--- config.mk ---
export PLATFORM = sky130hd
export DESIGN_NAME = jk_counter_sequencer
export DESIGN_NICKNAME = d
export VERILOG_FILES = /design/src/rtl/jk_counter_sequencer.sv
export SDC_FILE = /design/constraint.sdc
export NUM_CORES = 1
export LEC_CHECK = 0
export ABC_AREA = 1
export BUFFER_PORTS_ARGS = -buffer_cell sky130_fd_sc_hd__buf_2
export CAP_MARGIN = 5
export CORE_UTILIZATION = 50
export CTS_CLUSTER_DIAMETER = 80
export DETAILED_ROUTE_END_ITERATION = 10
export PLACE_DENSITY = 0.92
export SLEW_MARGIN = 15
export SYNTH_ARGS = -nofsm -noshare
export SYNTH_HDL_FRONTEND = slang
export SYNTH_SLANG_ARGS = --single-unit
--- constraint.sdc ---
create_clock -name clk -period 1.81 [get_ports clk]
set_input_delay 0.362 -clock clk [delete_from_list [all_inputs] [get_ports clk]]
set_output_delay 0.362 -clock clk [all_outputs]
set_load 0.01 [all_outputs]
--- src/rtl/jk_counter_sequencer.sv ---
// rtl/jk_counter_sequencer.sv - FSM driving an external JK flip-flop bank as a loadable up/down counter.
// Define JK_SEQ_ABORT_EN to add the abort input.
module jk_counter_sequencer #(
  parameter int WIDTH = 4
) (
  input  logic             clk,
  input  logic             reset,
  input  logic             start,
  input  logic             dir,
  input  logic [WIDTH-1:0] load_val,
  input  logic [WIDTH-1:0] target,
  input  logic             pause,
`ifdef JK_SEQ_ABORT_EN
  input  logic             abort,
`endif
  input  logic [WIDTH-1:0] q,
  output logic [WIDTH-1:0] j,
  output logic [WIDTH-1:0] k,
  output logic             ff_reset,
  output logic             busy,
  output logic             done
);

  typedef enum logic [1:0] {
    IDLE = 2'd0,
    LOAD = 2'd1,
    RUN  = 2'd2,
    DONE = 2'd3
  } state_t;

  state_t           state;
  logic             dir_r;
  logic [WIDTH-1:0] load_r;
  logic [WIDTH-1:0] target_r;
  logic             abort_c;
  logic             at_target;
  logic [WIDTH-1:0] up_t;
  logic [WIDTH-1:0] dn_t;
  logic [WIDTH-1:0] tog;

`ifdef JK_SEQ_ABORT_EN
  assign abort_c = abort;
`else
  assign abort_c = 1'b0;
`endif

  assign ff_reset  = reset;
  assign at_target = (q == target_r);

  // A stage toggles when every lower stage is 1 (up) or 0 (down).
  assign up_t[0] = 1'b1;
  assign dn_t[0] = 1'b1;
  for (genvar i = 1; i < WIDTH; i++) begin : g_tog
    assign up_t[i] = &q[i-1:0];
    assign dn_t[i] = &(~q[i-1:0]);
  end
  assign tog = dir_r ? up_t : dn_t;

  always_ff @(posedge clk) begin
    if (reset) begin
      state    <= IDLE;
      dir_r    <= 1'b0;
      load_r   <= '0;
      target_r <= '0;
    end else begin
      case (state)
        IDLE: begin
          if (start) begin
            dir_r    <= dir;
            load_r   <= load_val;
            target_r <= target;
            state    <= LOAD;
          end
        end
        LOAD: state <= abort_c ? IDLE : RUN;
        RUN: begin
          if (abort_c)        state <= IDLE;
          else if (at_target) state <= DONE;
        end
        DONE:    state <= IDLE;
        default: state <= IDLE;
      endcase
    end
  end

  always_comb begin
    j    = '0;
    k    = '0;
    busy = 1'b0;
    done = 1'b0;
    case (state)
      LOAD: begin
        busy = 1'b1;
        if (!abort_c) begin
          j = load_r;
          k = ~load_r;
        end
      end
      RUN: begin
        busy = 1'b1;
        if (!abort_c && !at_target && !pause) begin
          j = tog;
          k = tog;
        end
      end
      DONE:    done = 1'b1;
      default: ;
    endcase
  end

endmodule

==> out/metrics.csv, run 1 <==
stage,metric,value,unit
power,p_sw,529.1,µW
logic_synthesis,synth_edf_count,0,
drt,post_drt_wl_per_cell,10.89,µm
logic_synthesis,synth_cells,109,
logic_synthesis,synth_fp_nets,130,
power,power.internal,669.0,µW
worst_setup_path,required,1.45,ns
global_route,antenna_found_initial,0,
clocking,clock-sinks,11,
logic_synthesis,yosys_register_bits,11,
logic_synthesis,synth_most_common_cell,nand2_1,
clocking,cts_buffers,3,
die,rows,13,
sta,setup_viol,0,
power,p_leak,0.0004527,µW
die,die_y,39.64,µm
die,core_region_area,0.001301,mm²
drt,routed_wl,1.655,mm
final_layout,layout.nets,159,
sta,finClkSkew,0.004234,ns
die,die_w,39.64,µm
sta,final.min_clock_period,1.758,ns
logic_synthesis,synth.top_cells.by_area,"dfxtp_1, nand2_1, a21oi_1",
sta,setup_ws,0.05217,ns
drt,first_iter_violations,32,
clocking,cts.path.max_buffers,2,
worst_setup_path,cp.arrival,1.40,ns
clocking,cts-htree-levels,1,
power,p_clk_share,15.0,%
final_layout,diodes,0,
sta,timing.hold.ws,0.3351,ns
clocking,cts_root_buf,clkbuf_4,
power,power.total,1198,µW
drt,routed-wl-met3,87,µm
clocking,cts_tree,yes,
logic_synthesis,synth_top_area_share,31.10,%
final_layout,syn2layout_area_growth,32.86,%
drt,vias,774,
global_route,globalRouteOverflowTotal,0,
drt,wl_met2,803,µm
drt,drc,0,
global_route,grt_pass1_wl,2.470,mm
power,swShare,44.16,%
power,worst_ir_drop_vdd,0.6953,mV
power,combinationalPowerShare,52.2,%
placed_design,pre_cts_slack,0.1129,ns
placed_design,place.gp.congestion,0.7117,
logic_synthesis,synth_area_leader_cell,dfxtp_1,
die,dieArea,0.001571,mm²
global_route,grt_max_degree,18,
logic_synthesis,yosys-top-cells-count,"nand2_1, a21oi_1, inv_1",
worst_setup_path,cp-start-kind,register,
power,powerDensity,1273,mW/mm²
logic_synthesis,synthFlopType,dfxtp_1,
clocking,clk_pin_slew_worst_paths,0.08,ns
sta,hold_violations,0,
worst_setup_path,crit_type,reg2out,
drt,wl_met1,739,µm
global_route,grt_usage,23.49,%
logic_synthesis,yosysWarnings,0,
logic_synthesis,yosysUniqueCellTypes,19,
logic_synthesis,synth_area,708.2,µm²
logic_synthesis,ys_seq_area_share,31.10,%
sta,tightest_slew,0.4671,ns
power,p_seq_share,32.8,%
drt,highest_layer,met4,
flow_run,drv_cap,0,
placed_design,io_buffers,27,
die,io_pins,28,
worst_setup_path,end_kind,output pin,
final_layout,final_util,72.31,%
final_layout,drive_above_1_share,42.34,%
logic_synthesis,ys_async_sr_fraction,0,%
sta,finalCritPeriodShare,97.12,%
sta,slew_violations,0,
worst_setup_path,crit_chain,inv_4 -> ha_4 -> clkinv_4 -> a21oi_1 -> buf_2,
worst_setup_path,crit_path_max_incr_delay,0.40,ns
sta,fmax,568.9,MHz
die,initial_core_util,54.42,%
sta,slew-limit-headroom,68.78,%
worst_setup_path,slowest_stage,dfxtp_2,
sta,setup_tns,0,ns
global_route,grt_pass1_vias,634,
logic_synthesis,avgSynthCellArea,6.497,µm²
placed_design,dp_hpwl,1.198,mm
run_status,outcome,completed,
drt,drt-pass1-iter-count,4,
clocking,clk_latency,0.28,ns
drt,antenna_left,0,
worst_setup_path,path_max_fanout,9,
drt,viasPerCell,5.092,
min_path,hold_class,in2reg,
## power groups by stage
stage               Sequential [µW]  Combinational, µW  Clock, µW
floorplan                       360                393          0
global placement                365                497          0
detailed placement              370                521          0
CTS                             366                580        175
global route                    403                699        187
finish                          393                625        180
## worst max-delay path, delay by kind of cell (launching register included)
kind	cells	cell delay, ns
flops	1	0.40
compound gates	1	0.14
fa+ha+maj	1	0.28
buf+inv	3	0.30
## repair_timing
action / CTS / global route
pin swaps: 0 / 2
setup endpoints to repair: 8 / 8
resized for setup: 6 / 16
setup buffers: 0 / 1
hold buffers: 0 / 0
## kinds of logic (layout without fill, tap and decap cells)
family / after synthesis / count (layout) / share of synthesized area [%]
AND/OR/NAND/NOR: 42 / 42 / 27.21
buffers and inverters: 22 / 50 / 12.37
flip-flops: 11 / 11 / 31.10
XOR/XNOR: 1 / 1 / 1.237
adder cells (fa/ha/maj): 4 / 4 / 7.067
AO/OA/AOI/OAI: 29 / 29 / 21.03
## sequential cells by signal, indices dropped and copies added, names as in the netlist
register,flops
dir_r,1
state,2
load_r,4
target_r,4
## layout make-up
type,count,area (µm²)
fill,106,360.3
clock buffer,4,26.28
tap,15,18.77
multi-input combinational,76,449.2
sequential,11,229.0
timing repair buffer,28,142.6
inverter,18,75.07
## layout by cell type, fill, tap and decap left out
| cell | synthesis | routed |
|---|---|---|
| nor2_1 | 2 | 1 |
| clkinv_4 | 0 | 1 |
| nor2_2 | 2 | 3 |
| inv_2 | 3 | 6 |
| nor2_4 | 1 | 1 |
| nand3_1 | 4 | 4 |
| dfxtp_4 | 0 | 1 |
| buf_4 | 1 | 1 |
| inv_4 | 0 | 1 |
| clkbuf_4 | 0 | 3 |
| ha_4 | 0 | 3 |
| ha_1 | 4 | 1 |
| xnor2_1 | 1 | 1 |
| nand2_1 | 26 | 24 |
| dfxtp_2 | 0 | 4 |
| a21oi_1 | 18 | 17 |
| buf_2 | 1 | 27 |
| clkbuf_1 | 0 | 1 |
| nand2_2 | 3 | 5 |
| dfxtp_1 | 11 | 6 |
| a21oi_2 | 1 | 2 |
| nand4_1 | 4 | 4 |
| inv_1 | 14 | 10 |
| o21ai_0 | 10 | 10 |
## final timing paths
kind / end / cells past startpoint / slack [ns] / startpoint
hold reg to reg: target_r[1] / 2 / 0.46 / target_r[1]
setup reg to reg: target_r[2] / 5 / 0.44 / state[1]
hold / removal: dir_r / 3 / 0.34 / dir
setup / recovery: k[1] / 5 / 0.05 / state[0]
## per-layer routing
metal | GRT usage [%] | up-vias
li1 | - | 407
met1 | 26.80 | 339
met2 | 41.39 | 23
met3 | 3.409 | 5
met4 | 12.07 | 0
met5 | 0 | -
## stage by stage
step | instance area [µm²] | instances
floorplan | 708.2 | 109
global placement | 842.1 | 147
detailed placement | 842.1 | 147
CTS | 890.9 | 151
global route | 940.9 | 152
finish | 940.9 | 152
(Power assumes the default switching activity.)
==> run 2, diff against run 1 <==
--- a/config.mk
+++ b/config.mk
@@ -8,10 +8,10 @@
 export ABC_AREA = 1
 export BUFFER_PORTS_ARGS = -buffer_cell sky130_fd_sc_hd__buf_2
 export CAP_MARGIN = 5
-export CORE_UTILIZATION = 50
+export CORE_UTILIZATION = 42
 export CTS_CLUSTER_DIAMETER = 80
 export DETAILED_ROUTE_END_ITERATION = 10
-export PLACE_DENSITY = 0.92
+export PLACE_DENSITY = 0.83
 export SLEW_MARGIN = 15
 export SYNTH_ARGS = -nofsm -noshare
 export SYNTH_HDL_FRONTEND = slang
==> constraint.sdc (replaced) <==
create_clock -name clk -period 1.43 [get_ports clk]
set_input_delay 0.286 -clock clk [delete_from_list [all_inputs] [get_ports clk]]
set_output_delay 0.286 -clock clk [all_outputs]
set_load 0.01 [all_outputs]
==> run 2 against run 1 <==
Critical path depth increased by 3. Cell count increased by 7.9%. Sequential cell count unchanged. Critical path type unchanged. Sequential share of layout area decreased by 2.9 points. Clock skew increased by 0.0013 ns. Die area increased by 18%. The flow now finishes with violations (setup timing). Sequential power increased by 23%. Via count increased by 12%. First-iteration DRC count decreased by 53%. Non-clock buffer count increased by 10. Final area increased by 13%.
==> out/metrics.csv, run 2 (synthesis gave the netlist of run 1 again) <==
stage,metric,value,unit
run_status,outcome,"finished, violations left",
run_status,violations,setup timing,
sta,slew-limit-headroom,79.42,%
global_route,globalRouteOverflowTotal,0,
drt,routed-wl-met3,96,µm
placed_design,io_buffers,27,
drt,wl_met1,822,µm
worst_setup_path,cp.arrival,1.37,ns
global_route,grt_max_degree,12,
global_route,grt_pass1_wl,3.339,mm
worst_setup_path,cp-start-kind,register,
power,power.total,1838,µW
power,worst_ir_drop_vdd,0.9764,mV
sta,tightest_slew,0.3083,ns
die,rows,14,
clocking,clk_pin_slew_worst_paths,0.08,ns
global_route,grt_pass1_vias,778,
worst_setup_path,path_max_fanout,5,
clocking,cts.path.max_buffers,2,
final_layout,final_cell_mix,"buf_2, nand2_1, a21oi_1",
worst_setup_path,end_kind,output pin,
final_layout,syn2layout_area_growth,49.82,%
drt,antenna_left,0,
drt,highest_layer,met4,
die,core_region_area,0.001541,mm²
power,p_leak,0.0005151,µW
clocking,hold_buffers,0,
die,die_y,43.06,µm
final_layout,final_util,68.83,%
clocking,cts_buffers,3,
die,io_pins,28,
min_path,hold_class,in2reg,
drt,first_iter_violations,15,
final_layout,mostFrequentLayoutCell,buf_2,
sta,fmax,604.5,MHz
sta,grt_setup_unrepaired,true,
global_route,antenna_found_initial,0,
drt,wl_met2,1.073,mm
flow_run,drv_cap,0,
placed_design,dp_hpwl,1.333,mm
sta,setup_viol,8,
sta,final.min_clock_period,1.654,ns
final_layout,diodes,0,
clocking,cts_tree,yes,
drt,routed_wl,2.058,mm
clocking,cts_root_buf,clkbuf_4,
sta,setup_tns,-1.656,ns
sta,timing.hold.ws,0.2625,ns
sta,hold_violations,0,
final_layout,drive_above_1_share,51.35,%
worst_setup_path,crit_type,reg2out,
drt,drt-pass1-iter-count,5,
sta,setup_ws,-0.2242,ns
sta,slew_violations,0,
power,powerDensity,1732,mW/mm²
sta,finalCritPeriodShare,115.7,%
final_layout,largest_registers,"load_r: 4 flops, target_r: 4 flops, state: 2 flops",
die,die_w,43.06,µm
drt,viasPerCell,5.305,
drt,post_drt_wl_per_cell,12.55,µm
sta,finClkSkew,0.005497,ns
global_route,grt_usage,24.06,%
placed_design,place.gp.congestion,0.7973,
clocking,clock-sinks,11,
clocking,clk_latency,0.27,ns
final_layout,layout.nets,170,
worst_setup_path,required,1.14,ns
drt,drc,0,
die,dieArea,0.001854,mm²
clocking,cts-htree-levels,1,
die,initial_core_util,45.94,%
drt,vias,870,
[run 2: cell count changes in the layout (fill, tap and decap cells not counted), sizes merged]
cell,delta
clkinv,+1
buf,+10
[run 2: final cells by class]
type / count / area [µm²]
flip-flops and latches: 11 / 227.7
multi-input cells: 76 / 475.5
repair inverters: 1 / 8.758
well taps: 16 / 20.02
fillers: 126 / 480.5
clock buffers: 4 / 26.28
inverters: 18 / 75.07
repair buffers: 38 / 227.7
[run 2: layer usage]
metal,vias to the layer above,global-route usage [%]
met5,-,0
met4,0,12.12
met3,10,2.979
met2,34,44.85
met1,397,26.11
li1,429,-
[run 2: power by group]
part           leakage [µW]  switching [µW]  internal, µW  total [µW]
sequential        0.0000930            72.0           413         485
combinational      0.000407             613           517        1130
clock             0.0000150             114           108         222
[run 2: timing repair]
item / in CTS / in global routing
setup endpoints to repair: 9 / 9
pin swaps: 5 / 5
gates resized for setup: 24 / 10
setup buffers: 4 / 0
gates cloned: 1 / 0
[run 2: critical path: stages, from the launching register on]
cell	delay (ns)
dfxtp_2	0.34
inv_2	0.06
nand2_2	0.05
nand2_2	0.10
nor2_4	0.05
nand2_4	0.07
nand4_1	0.14
a21oi_1	0.16
buf_2	0.14
[run 2: path summary, 6_finish.rpt]
check | from | end | slack, ns | cells past startpoint
max | target_r[3] | k[3] | -0.22 | 8
min | dir | dir_r | 0.26 | 3
max reg2reg | state[0] | state[1] | 0.10 | 8
min reg2reg | target_r[0] | target_r[0] | 0.45 | 2
[run 2: stage by stage]
step	cells	cell area, µm²	worst slack (ns)
final	164	1061	-0.2242
after global routing	164	1061	-0.2871
after CTS	164	1027	-0.2106
after detailed placement	155	895.9	-0.08032
after global placement	155	895.9	-0.02170
after floorplan	109	708.2	-0.03521
